File: config.mk
export PLATFORM = sky130hd
export DESIGN_NAME = sci_link_peer
export DESIGN_NICKNAME = d
export VERILOG_FILES = /design/src/rtl/sci_link_peer.sv
export SDC_FILE = /design/constraint.sdc
export NUM_CORES = 1
export LEC_CHECK = 0
export ABC_AREA = 1
export CAP_MARGIN = 25
export CORE_MARGIN = 1
export CORE_UTILIZATION = 35
export CTS_BUF_LIST = sky130_fd_sc_hd__clkbuf_8
export DETAILED_ROUTE_END_ITERATION = 10
export PLACE_DENSITY_LB_ADDON = 0.2
export SLEW_MARGIN = 10
export SYNTH_ARGS = -nofsm -noshare
export SYNTH_HDL_FRONTEND = slang
export SYNTH_SLANG_ARGS = --single-unit
File: constraint.sdc
create_clock -name CLK -period 2.2 [get_ports CLK]
set_clock_uncertainty 0.15 [all_clocks]
set_input_delay 0.33 -clock CLK [delete_from_list [all_inputs] [get_ports CLK]]
set_output_delay 0.33 -clock CLK [all_outputs]
set_load 0.05 [all_outputs]
File: src/rtl/sci_link_peer.sv
// SCI link partner: 8-bit async serial transmitter and receiver with optional parity
// and one or two stop bits. TX and RX run independently off the shared CE bit-rate tick.
module sci_link_peer #(
    parameter int BIT_CYCLES = 32
) (
    input  logic       CLK,
    input  logic       RST_N,
    input  logic       CE,
    input  logic       PE,
    input  logic       OE,
    input  logic       STOP,
    input  logic [7:0] TX_DATA,
    input  logic       TX_VALID,
    output logic       TX_READY,
    output logic       SER_TX,
    input  logic       SER_RX,
    output logic [7:0] RX_DATA,
    output logic       RX_VALID,
    output logic       RX_PERR,
    output logic       RX_FERR
);
    localparam int CW = $clog2(BIT_CYCLES);
    localparam logic [CW-1:0] CNT_LAST = CW'(BIT_CYCLES - 1);
    localparam logic [CW-1:0] CNT_HALF = CW'(BIT_CYCLES / 2);

    typedef enum logic [2:0] {S_IDLE, S_START, S_DATA, S_PARITY, S_STOP} state_e;

    state_e          tx_state_q, tx_state_d;
    logic [CW-1:0]   tx_cnt_q, tx_cnt_d;
    logic [2:0]      tx_bit_q, tx_bit_d;
    logic [7:0]      tx_data_q, tx_data_d;
    logic            tx_pe_q, tx_pe_d, tx_oe_q, tx_oe_d, tx_stop_q, tx_stop_d;
    logic            ser_tx_q, ser_tx_d;

    state_e          rx_state_q, rx_state_d;
    logic [CW-1:0]   rx_cnt_q, rx_cnt_d;
    logic [2:0]      rx_bit_q, rx_bit_d;
    logic [7:0]      rx_shift_q, rx_shift_d;
    logic [1:0]      sync_q, sync_d;
    logic            rx_prev_q, rx_prev_d;
    logic            rx_pe_q, rx_pe_d, rx_oe_q, rx_oe_d, rx_par_q, rx_par_d;
    logic [7:0]      rx_data_q, rx_data_d;
    logic            rx_perr_q, rx_perr_d, rx_ferr_q, rx_ferr_d, rx_valid_q, rx_valid_d;
    logic            rx_s;

    assign rx_s = sync_q[1];

    always_ff @(posedge CLK or negedge RST_N) begin
        if (!RST_N) begin
            tx_state_q <= S_IDLE;
            tx_cnt_q   <= '0;
            tx_bit_q   <= '0;
            tx_data_q  <= '0;
            tx_pe_q    <= 1'b0;
            tx_oe_q    <= 1'b0;
            tx_stop_q  <= 1'b0;
            ser_tx_q   <= 1'b1;
            rx_state_q <= S_IDLE;
            rx_cnt_q   <= '0;
            rx_bit_q   <= '0;
            rx_shift_q <= '0;
            sync_q     <= 2'b11;
            rx_prev_q  <= 1'b1;
            rx_pe_q    <= 1'b0;
            rx_oe_q    <= 1'b0;
            rx_par_q   <= 1'b0;
            rx_data_q  <= '0;
            rx_perr_q  <= 1'b0;
            rx_ferr_q  <= 1'b0;
            rx_valid_q <= 1'b0;
        end else begin
            tx_state_q <= tx_state_d;
            tx_cnt_q   <= tx_cnt_d;
            tx_bit_q   <= tx_bit_d;
            tx_data_q  <= tx_data_d;
            tx_pe_q    <= tx_pe_d;
            tx_oe_q    <= tx_oe_d;
            tx_stop_q  <= tx_stop_d;
            ser_tx_q   <= ser_tx_d;
            rx_state_q <= rx_state_d;
            rx_cnt_q   <= rx_cnt_d;
            rx_bit_q   <= rx_bit_d;
            rx_shift_q <= rx_shift_d;
            sync_q     <= sync_d;
            rx_prev_q  <= rx_prev_d;
            rx_pe_q    <= rx_pe_d;
            rx_oe_q    <= rx_oe_d;
            rx_par_q   <= rx_par_d;
            rx_data_q  <= rx_data_d;
            rx_perr_q  <= rx_perr_d;
            rx_ferr_q  <= rx_ferr_d;
            rx_valid_q <= rx_valid_d;
        end
    end

    // TX next state: config is captured at accept so mid-frame input changes are ignored
    always_comb begin
        tx_state_d = tx_state_q;
        tx_cnt_d   = tx_cnt_q;
        tx_bit_d   = tx_bit_q;
        tx_data_d  = tx_data_q;
        tx_pe_d    = tx_pe_q;
        tx_oe_d    = tx_oe_q;
        tx_stop_d  = tx_stop_q;
        if (CE) begin
            if (tx_state_q == S_IDLE) begin
                if (TX_VALID) begin
                    tx_state_d = S_START;
                    tx_cnt_d   = '0;
                    tx_bit_d   = '0;
                    tx_data_d  = TX_DATA;
                    tx_pe_d    = PE;
                    tx_oe_d    = OE;
                    tx_stop_d  = STOP;
                end
            end else if (tx_cnt_q != CNT_LAST) begin
                tx_cnt_d = tx_cnt_q + CW'(1);
            end else begin
                tx_cnt_d = '0;
                case (tx_state_q)
                    S_START:  tx_state_d = S_DATA;
                    S_DATA: begin
                        tx_bit_d = tx_bit_q + 3'd1;
                        if (tx_bit_q == 3'd7) tx_state_d = tx_pe_q ? S_PARITY : S_STOP;
                    end
                    S_PARITY: tx_state_d = S_STOP;
                    default: begin
                        // tx_bit_q doubles as the stop-bit index; it wrapped to 0 after DATA
                        if (tx_stop_q && tx_bit_q == 3'd0) tx_bit_d = 3'd1;
                        else begin
                            tx_state_d = S_IDLE;
                            tx_bit_d   = '0;
                        end
                    end
                endcase
            end
        end
    end

    // TX outputs: line level is registered from the next state so SER_TX is glitch-free
    always_comb begin
        TX_READY = (tx_state_q == S_IDLE);
        case (tx_state_d)
            S_START:  ser_tx_d = 1'b0;
            S_DATA:   ser_tx_d = tx_data_d[tx_bit_d];
            S_PARITY: ser_tx_d = (^tx_data_d) ^ tx_oe_d;
            default:  ser_tx_d = 1'b1;
        endcase
    end

    assign SER_TX = ser_tx_q;

    always_comb begin
        sync_d     = CE ? {sync_q[0], SER_RX} : sync_q;
        rx_prev_d  = CE ? rx_s : rx_prev_q;
        rx_state_d = rx_state_q;
        rx_cnt_d   = rx_cnt_q;
        rx_bit_d   = rx_bit_q;
        rx_shift_d = rx_shift_q;
        rx_pe_d    = rx_pe_q;
        rx_oe_d    = rx_oe_q;
        rx_par_d   = rx_par_q;
        rx_data_d  = rx_data_q;
        rx_perr_d  = rx_perr_q;
        rx_ferr_d  = rx_ferr_q;
        rx_valid_d = CE ? 1'b0 : rx_valid_q;
        if (CE) begin
            case (rx_state_q)
                S_IDLE: begin
                    if (rx_prev_q && !rx_s) begin
                        rx_state_d = S_START;
                        rx_cnt_d   = '0;
                        rx_bit_d   = '0;
                        rx_pe_d    = PE;
                        rx_oe_d    = OE;
                    end
                end
                S_START: begin
                    if (rx_cnt_q == CNT_HALF) begin
                        rx_cnt_d   = '0;
                        rx_state_d = rx_s ? S_IDLE : S_DATA;
                    end else rx_cnt_d = rx_cnt_q + CW'(1);
                end
                default: begin
                    if (rx_cnt_q != CNT_LAST) rx_cnt_d = rx_cnt_q + CW'(1);
                    else begin
                        rx_cnt_d = '0;
                        case (rx_state_q)
                            S_DATA: begin
                                rx_shift_d = {rx_s, rx_shift_q[7:1]};
                                rx_bit_d   = rx_bit_q + 3'd1;
                                if (rx_bit_q == 3'd7) rx_state_d = rx_pe_q ? S_PARITY : S_STOP;
                            end
                            S_PARITY: begin
                                rx_par_d   = rx_s != ((^rx_shift_q) ^ rx_oe_q);
                                rx_state_d = S_STOP;
                            end
                            default: begin
                                // Back to IDLE at mid-stop so a start edge in the last half bit is seen
                                rx_data_d  = rx_shift_q;
                                rx_perr_d  = rx_pe_q & rx_par_q;
                                rx_ferr_d  = ~rx_s;
                                rx_valid_d = 1'b1;
                                rx_state_d = S_IDLE;
                            end
                        endcase
                    end
                end
            endcase
        end
    end

    assign RX_DATA  = rx_data_q;
    assign RX_VALID = rx_valid_q;
    assign RX_PERR  = rx_perr_q;
    assign RX_FERR  = rx_ferr_q;
endmodule

==> results.md <==
* Status: completed
* Fin crit share at 96.0%
* Grt ovf at 0
* Data arrival time of the critical path at approximately 2200 ps
* Post-synth EDFFs at 0
* CTS buffer count at 9
* Finished Layout Cells at between 600 and 700
* Core ar. at a little over 9000 um2
* Net count of the mapped netlist at 438
* Slew Viols, Final at 0
* # diodes at 0
* Yosys reg bits at 59
* FF/Latch Area at roughly 1500 um2
* First-pass GRT wire length at about 12 mm
* Clk root buf: clkbuf_8
* Crit path time final at between 2000 and 2500 ps
* Critical path fanouts, max at 5
* Synthesis Warnings at 0
* Vias per inst at between 4 and 5
* Dpl hpwl at 5.14 mm
* H-tree Lvls at 3
* Top cell type by total area after synthesis: dfrtp_1
* WP buf/inv at 2
* Iteration-0 DRC Markers at 133
* Ys async rst share at 100%
* Clock-pin slew on the worst setup and hold paths at roughly 70 ps
* Routed len/inst at 11.4 um
* Fmax at 0.473 GHz
* Die height at around 100 um
* Final GP Congestion at 0.856
* Post-synthesis sequential area ratio at between 40% and 50%
* VDD IR max at approximately 380 uV
* Mapped Area at 3360 um2
* Worst-Skew Late Latency at roughly 330 ps
* Initial antenna violation count at 0
* Area contributors post-synth: dfrtp_1, nand2_1, inv_1
* Synth cell types at 40
* Number of nets in the layout at a little over 500
* Fin area at 4280 um2
* Area of the multi-input gates at between 1500 and 2000 um2
* Crit Path Class: flip-flop to flip-flop
* RSZ-0062 raised after global routing: true
* Slowest-stage cell, CP: dfrtp_1
* Pwr dens at around 850 nW/um2
* Largest net degree at the start of global routing at 60
* Worst rel slew slack at between 60% and 70%
* FILL cells at around 940
* Initial Utilization at between 30% and 40%
* Detailed-router iteration count before antenna repair at 4
* Hold Crit Class: flip-flop to flip-flop
* Tot GR Track Use at about 15%
* Post-DRT Antenna Nets at 0
* Final Hold Viols at 0
* Synthesized area per cell at approximately 8 um2
* Die area at 9980 um2
* Number of global-route vias before repair at approximately 2.8k
* PortBufs at 28
* Top_reg_cell synth: dfrtp_1
* Static Leak at between 2 and 2.5 nW
* # rows at 35
* Layout Area Growth over Synthesis at 27.4%
* Final setup fails at 0
* Max-Cap Viols at 0
* Worst path most repeated cell: nand2_2
* Largest delay share family, worst path: simple AND/OR/NAND/NOR gates
* WP data required at between 2000 and 2500 ps
* Max Buffers Root-to-Sink at 2
* Setup crit start kind: flip-flop
* DR vias at 2811
* Placed Area at around 4000 um2
* WL final at about 7 mm
* Placed Cells at around 600
* CTS tree: done
* Sink Count at 59
* Critical path, cell by cell: ha_2 -> nand2_2 -> nor2_4 -> ha_4 -> buf_6 -> nand2_2 -> inv_2 -> nand3_2 -> nand2_4 -> nand2_4 -> nand2_2 -> nand3_2 -> nand3b_1 -> nand3_1 -> nand2_1 -> nand3_1
* Die X-Extent at 99.9 um
* Worst-margin pin slew at approximately 500 ps
* Top cell type's share of synthesized area at around 41%
* Remaining DRCs at 0
* Max incr delay on CP at about 370 ps
* CP Capture Type: flip-flop
* Mapped Cells at slightly above 400
* # IOs at 29
* Setup tns final at 0 ps
* Share of cells above drive strength 1 at 22.3%
-- final cells by class --
class	instances	share of cell area [%]
multi-input combinational	281	37.9
sequential	59	34.6
timing repair buffer	64	13.4
inverter	65	5.82
tap	129	3.77
clock buffer	10	3.22
clock inverter	5	1.26
-- layer usage --
layer	share of wire, %	global-route usage [%]	routed length [um]
met3	3.8	4.81	265
met2	50	26.2	3500
met5	0	0	0
met1	45	18.1	3110
met4	1.5	5.54	106
-- final timing paths --
kind | start | to | slack, ps | cells past startpoint
min in group asynchronous | RST_N | RX_DATA[3] | 380 | 3
max reg2reg | tx_cnt_q[0] | SER_TX | 90 | 16
min reg2reg | RX_DATA[0] | RX_DATA[0] | 320 | 2
max in group asynchronous | RST_N | SER_TX | 1190 | 3
min | RX_DATA[0] | RX_DATA[0] | 320 | 2
max | tx_cnt_q[0] | SER_TX | 90 | 16
-- state kept, by name, indices dropped and copies added (netlist names), 2 cells and up, named ones only --
signal      flops
RX_DATA         8
rx_bit_q        3
rx_cnt_q        5
rx_shift_q      8
rx_state_q      3
sync_q          2
tx_bit_q        3
tx_cnt_q        5
tx_data_q       8
tx_state_q      3
-- synthesized netlist by cell type (2+ instances only) --
| master | count |
|---|---|
| a21oi_1 | 5 |
| a22o_1 | 2 |
| a31oi_1 | 3 |
| buf_6 | 4 |
| clkbuf_8 | 2 |
| clkinv_1 | 2 |
| dfrtp_1 | 55 |
| dfstp_2 | 4 |
| ha_1 | 10 |
| inv_1 | 58 |
| inv_2 | 4 |
| nand2_1 | 112 |
| nand2_2 | 12 |
| nand2_4 | 8 |
| nand3_1 | 30 |
| nand4_1 | 16 |
| nor2_1 | 16 |
| nor2_2 | 2 |
| nor3_1 | 3 |
| o21ai_0 | 35 |
| xnor2_1 | 5 |
| xor2_1 | 6 |
-- cell usage in the layout (no fill, tap or decap), types with 2 or more instances in the layout --
| cell | n |
|---|---|
| nor2_4 | 2 |
| nand2_4 | 10 |
| xor2_1 | 6 |
| nand3_1 | 28 |
| buf_4 | 34 |
| clkdlybuf4s50_1 | 25 |
| clkinv_1 | 2 |
| inv_4 | 2 |
| o21ai_0 | 33 |
| a21oi_1 | 3 |
| a22o_1 | 2 |
| clkinv_2 | 3 |
| buf_12 | 2 |
| nor2_1 | 15 |
| clkbuf_8 | 10 |
| o21ai_1 | 3 |
| ha_1 | 8 |
| nand2_2 | 15 |
| nor3_1 | 3 |
| nor2_2 | 2 |
| dfstp_2 | 4 |
| a21oi_4 | 2 |
| dfrtp_1 | 55 |
| nand2_1 | 107 |
| xnor2_1 | 5 |
| inv_1 | 54 |
| a31oi_1 | 3 |
| inv_2 | 7 |
| nand3_2 | 2 |
| nand4_1 | 16 |
-- report_power, final --
group          internal (mW)  switching [mW]  leakage, nW  total (mW)
clock                  0.543           0.413        0.102       0.957
sequential              1.32           0.205        0.730        1.52
combinational          0.485           0.685         1.31        1.17
-- logic make-up (layout without fill, tap and decap cells) --
group / count (synthesis) / in the layout / synth area share, %
flops: 59 / 59 / 44.1
simple gates: 205 / 205 / 29.7
fa+ha+maj: 10 / 10 / 3.73
buf+inv: 72 / 144 / 9.62
compound gates: 53 / 53 / 9.14
xor+xnor: 12 / 12 / 3.36
mux: 1 / 1 / 0.336
-- worst register-to-register path, delay by kind of cell, from the launching register on --
kind	cells	cell delay (ps)
buffers and inverters	2	160
adder cells (fa/ha/maj)	2	380
AND/OR/NAND/NOR	12	970
flip-flops	1	370
-- stage by stage --
| step | utilization [%] | setup WS, ps | hold slack, ps | power (mW) |
|---|---|---|---|---|
| floorplan | - | 270 | -116 | 2.32 |
| global placement | 42.8 | -99.0 | 215 | 2.66 |
| detailed placement | 42.8 | -131 | 216 | 2.68 |
| CTS | 45.0 | 11.0 | 326 | 3.66 |
| global route | 46.1 | -45.3 | 364 | 3.94 |
| finish | 46.1 | 87.4 | 322 | 3.65 |
-- what timing repair did --
action                                  in CTS  in global routing
endpoints found under the setup margin       0                  2
hold buffers                                 1                  0
endpoints found under the hold margin       55                  0
resized for setup                            0                 25
buffers inserted                             0                  3
Note: power is estimated with default switching activity, not from simulation.
